===== src/rtl/ram_arb_pkg.sv =====
// Shared types and constants for the two-port RAM arbiter.
package ram_arb_pkg;

    typedef enum logic [1:0] {
        ST_IDLE  = 2'd0,
        ST_ISSUE = 2'd1,
        ST_DATA  = 2'd2
    } state_t;

    localparam logic P_VID = 1'b0;
    localparam logic P_CPU = 1'b1;

endpackage


===== src/rtl/ram_arbiter_arb_pick.sv =====
// Combinational winner select for the RAM arbiter.
// RAM_ARB_RR_EN selects round-robin on ties; otherwise the video port wins ties.
module arb_pick
    import ram_arb_pkg::*;
(
    input  logic req0,
    input  logic req1,
`ifdef RAM_ARB_RR_EN
    input  logic rr_last,
`endif
    output logic grant
);

    always_comb begin
        grant = P_VID;
        if (req0 && req1) begin
`ifdef RAM_ARB_RR_EN
            // The port that was not granted last time gets the slot.
            grant = ~rr_last;
`else
            grant = P_VID;
`endif
        end else if (req1) begin
            grant = P_CPU;
        end
    end

endmodule


===== src/rtl/ram_arbiter.sv =====
// Shares one single-port synchronous RAM between the video (port 0) and CPU (port 1) requesters.
// Optional RAM_ARB_RR_EN switches tie-breaking from fixed priority to round-robin.
module ram_arbiter
    import ram_arb_pkg::*;
#(
    parameter int AW = 16
) (
    input  logic          clock,
    input  logic          reset,
    input  logic          req0,
    input  logic          we0,
    input  logic [AW-1:0] a0,
    input  logic [7:0]    d0,
    output logic [7:0]    q0,
    output logic          ack0,
    input  logic          req1,
    input  logic          we1,
    input  logic [AW-1:0] a1,
    input  logic [7:0]    d1,
    output logic [7:0]    q1,
    output logic          ack1,
    output logic [AW-1:0] ram_a,
    output logic [7:0]    ram_d,
    output logic          ram_w,
    input  logic [7:0]    ram_q,
    output logic          busy
);

    state_t state, state_nxt;
    logic   grant;
    logic   sel;
    logic   start;

`ifdef RAM_ARB_RR_EN
    logic rr_last;

    arb_pick u_pick (
        .req0    (req0),
        .req1    (req1),
        .rr_last (rr_last),
        .grant   (grant)
    );
`else
    arb_pick u_pick (
        .req0  (req0),
        .req1  (req1),
        .grant (grant)
    );
`endif

    assign start = (state == ST_IDLE) && (req0 || req1);
    assign busy  = (state != ST_IDLE);

    always_ff @(posedge clock or posedge reset) begin
        if (reset) begin
            state <= ST_IDLE;
        end else begin
            state <= state_nxt;
        end
    end

    always_comb begin
        state_nxt = state;
        case (state)
            ST_IDLE:  if (req0 || req1) state_nxt = ST_ISSUE;
            ST_ISSUE: state_nxt = ST_DATA;
            ST_DATA:  state_nxt = ST_IDLE;
            default:  state_nxt = ST_IDLE;
        endcase
    end

    // Pin registers: loaded only on a grant; the write strobe lasts exactly one cycle.
    always_ff @(posedge clock or posedge reset) begin
        if (reset) begin
            ram_a   <= '0;
            ram_d   <= '0;
            ram_w   <= 1'b0;
            sel     <= P_VID;
`ifdef RAM_ARB_RR_EN
            rr_last <= P_CPU;
`endif
        end else begin
            ram_w <= 1'b0;
            if (start) begin
                ram_a   <= (grant == P_CPU) ? a1  : a0;
                ram_d   <= (grant == P_CPU) ? d1  : d0;
                ram_w   <= (grant == P_CPU) ? we1 : we0;
                sel     <= grant;
`ifdef RAM_ARB_RR_EN
                rr_last <= grant;
`endif
            end
        end
    end

    // Return path: RAM output is captured in DATA, so writes echo the written byte.
    always_ff @(posedge clock or posedge reset) begin
        if (reset) begin
            q0   <= 8'h00;
            q1   <= 8'h00;
            ack0 <= 1'b0;
            ack1 <= 1'b0;
        end else begin
            ack0 <= 1'b0;
            ack1 <= 1'b0;
            if (state == ST_DATA) begin
                if (sel == P_CPU) begin
                    q1   <= ram_q;
                    ack1 <= 1'b1;
                end else begin
                    q0   <= ram_q;
                    ack0 <= 1'b1;
                end
            end
        end
    end

endmodule


===== config.mk =====
export PLATFORM = sky130hd
export DESIGN_NAME = ram_arbiter
export DESIGN_NICKNAME = d
export VERILOG_FILES = /design/src/rtl/ram_arb_pkg.sv /design/src/rtl/ram_arbiter_arb_pick.sv /design/src/rtl/ram_arbiter.sv
export SDC_FILE = /design/constraint.sdc
export NUM_CORES = 1
export LEC_CHECK = 0
export ABC_AREA = 1
export CAP_MARGIN = 5
export CORE_MARGIN = 4
export CORE_UTILIZATION = 40
export CTS_CLUSTER_DIAMETER = 30
export DETAILED_ROUTE_END_ITERATION = 16
export DONT_BUFFER_PORTS = 1
export GPL_TIMING_DRIVEN = 0
export PLACE_DENSITY = 0.51
export SLEW_MARGIN = 5
export SYNTH_ARGS = -nofsm -noshare
export SYNTH_HDL_FRONTEND = slang
export SYNTH_SLANG_ARGS = --single-unit

===== constraint.sdc =====
create_clock -name clock -period 1.7 [get_ports clock]
set_clock_uncertainty 0.15 [all_clocks]
set_input_delay 0.085 -clock clock [delete_from_list [all_inputs] [get_ports clock]]
set_output_delay 0.085 -clock clock [all_outputs]
set_load 0.05 [all_outputs]

==> out/results.md <==
| Quantity | Reported | Unit |
|---|---|---|
| Final routed wire length divided by cell count | 14.55 | um |
| Post-layout util | 57.57 | % |
| Synth top area share | 54.76 | % |
| Total die area | 0.006479 | mm^2 |
| Clock transition at the registers of the reported paths | 90 | ps |
| TritonCTS clock tree | built | - |
| Die boundary width | 80.49 | um |
| Global-route wire length before repair | 9818 | um |
| GRT Util Overall | 19.56 | % |
| Number of nets still failing antenna checks after routing | 0 | - |
| Fraction of registers with async set/reset | 100.0 | % |
| Detailed placer's ending HPWL | 3719 | um |
| Actual transition at the worst max-transition pin | 560.6 | ps |
| Layout cell share with drive strength beyond 1 | 8.982 | % |
| Launching element type of the critical path | primary input | - |
| Pwr Density | 1940 | mW/mm^2 |
| Setup slack after placement | 179.5 | ps |
| Number of warnings issued by yosys | 0 | - |
| Register bit total from synthesis | 46 | - |
| Maximum VDD drop | 0.0008343 | V |
| Fraction of power consumed by combinational cells | 21.4 | % |
| Number of distinct library cells after synthesis | 16 | - |
| Post-Synthesis Cells | 265 | - |
| Area of the core | 0.005107 | mm^2 |
| Max Fanout on Critical Path | 3 | - |
| Leakage power summed over all cells | 1.551 | nW |
| Number of buffers created by CTS | 5 | - |
| Share of the clock period used by the worst path | 94.36 | % |
| Outcome | finished clean | - |
| Final worst slack | 95.94 | ps |
| Type of destination of the critical path | flip-flop | - |
| Library cell with the highest instance count after synthesis | nand2_1 | - |
| DR iter-0 viols | 107 | - |
| Initial standard-cell utilization of the core | 41.16 | % |
| Type of the setup path with the least slack | in2reg | - |
| Leading post-synthesis cells by instance count | nand2_1, dfrtp_1, nand3_1, o21ai_0, inv_1 | - |
| Sw power | 3.177 | mW |
| Number of detailed-route iterations in the first pass | 4 | - |
| Proportion of power drawn by flip-flops and latches | 64.1 | % |
| Arrival time at the worst endpoint | 1670 | ps |
| Top_reg_cell synth | dfrtp_1 | - |
| Htree depth | 2 | - |
| Total Nets Final | 396 | - |
| Final worst path period need | 1604 | ps |
| Count of flip-flops with a built-in enable after synthesis | 0 | - |
| Biggest area contributors in the synthesized netlist | dfrtp_1, nand2_1, nand3_1, o21ai_0, inv_1 | - |
| Headroom to the max-slew limit | 62.57 | % |
| Share of total power consumed by net switching | 55.68 | % |
| Vias in the first global route | 2,008 | - |
| Kind of path behind the tightest hold check | in2reg | - |
| Max Clk Rate | 623.4 | MHz |
| Avg Inst Size Synth | 7.932 | um^2 |
| Master cell of the clock root buffer | clkbuf_8 | - |
| Internal cell power | 2.529 | mW |
| Io pins | 106 | - |
| Final Hold Fails | 0 | - |
| Mean number of vias per cell | 4.832 | - |
| Remaining Overflow, GRT | 0 | - |
| # DRC | 0 | - |
| Antenna violations before repair | 0 | - |
| Cell accounting for the most synthesized area | dfrtp_1 | - |
| Count of endpoints failing setup in the final report | 0 | - |
| Sequential cell area fraction in the yosys report | 54.76 | % |
| Cell Rows | 26 | - |
| RSZ-0062 raised after global routing | false | - |
| Register-to-register setup slack | 170 | ps |
| Die Span Y | 80.49 | um |
| Crit path required time | 1770 | ps |
| Latest clock arrival within the worst-skew pair | 290 | ps |
| CTS max path bufs | 2 | - |
| Final Max Tran Viols | 0 | - |
| Synthesized netlist net count | 327 | - |
| Number of buffers inserted by port buffering | 0 | - |
| Area delta synth->final | 39.88 | % |
| Vias post-DR | 1,952 | - |
| Resize count post-CTS | 0 | - |
| Number of clock sinks seen by CTS | 46 | - |
| Total routed wirelength | 5878 | um |
| Relative contribution of the clock network to total power | 14.5 | % |
| Pin count of the biggest net entering global routing | 25 | - |
| Gp weighted congestion | 0.7259 | - |
| Total standard cell area after synthesis | 0.002102 | mm^2 |
| Ant diodes | 0 | - |
| Number of max-cap violations | 0 | - |
cells in the final DEF (no fill, tap or decap), drive strengths merged:
cell type and n:
nand3 25, dlygate4sd3 61, buf 14, inv 15
nor2 5, nand3b 1, nand2 142, clkbuf 6
bufinv 1, a21oi 1, dfrtp 46, o21ai 17
per-stage QoR:
step	power (mW)	hold slack (ps)	instances	setup TNS (ps)	cell area (um^2)
after floorplan	4.459	72.33	265	0	2102
after global placement	4.774	78.57	335	-6990	2190
after detailed placement	4.811	-92.46	336	0	2217
after CTS	5.754	26.12	404	0	2940
after global routing	6.030	40.70	404	0	2940
final	5.705	35.35	404	0	2940
registers in the layout (all words and copies together), names as in the netlist:
signal / count
ram_a: 16
q0: 8
q1: 8
ram_d: 8
state: 2
ack0: 1
ack1: 1
ram_w: 1
sel: 1
timing repair:
action	in CTS	in global routing
hold endpoints to repair	88	0
hold buffers	61	0
buffers inserted	0	0
final timing paths:
check,startpoint,end,depth (start not counted)
max in group asynchronous,reset,q0[3],3
min reg2reg,sel,sel,2
min,req0,ram_a[12],4
min in group asynchronous,reset,ram_a[5],2
max,req0,ram_w,5
max reg2reg,state[1],ram_a[8],6
power by group through the flow:
stage                     Sequential, mW  Clock (mW)  Combinational (mW)
final                               3.65       0.828                1.22
after global placement              3.69           0                1.09
after CTS                           3.67       0.849                1.24
after floorplan                     3.56           0               0.897
after detailed placement            3.69           0                1.12
after global routing                3.73       0.892                1.41
per-layer routing:
layer,GRT usage [%],vias to the layer above,wire [um]
met5,0,-,0
met4,6.926,0,89
met3,6.502,9,476
met2,33.11,70,2866
met1,23.03,918,2447
li1,-,955,-
logic make-up after synthesis:
family	count (synthesis)	share of synthesized area, %
AND/OR/NAND/NOR	173	33.81
AO/OA/AOI/OAI	18	4.822
buffers and inverters	28	6.607
flip-flops	46	54.76
worst max-delay path, stage by stage:
cell	delay [ps]
dlygate4sd3_1	620
nor2_1	190
nand2_1	60
dlygate4sd3_1	560
a21oi_1	160
layout make-up:
class	count	area, um^2
Timing Repair Buffer	62	638.1
Multi-Input combinational cell	191	812.0
Tap cell	70	87.58
Fill cell	456	2167
Buffer	13	82.58
Clock buffer	6	82.58
Sequential cell	46	1151
Inverter	15	56.30
Clock inverter	1	30.03
(Power assumes the default switching activity.)
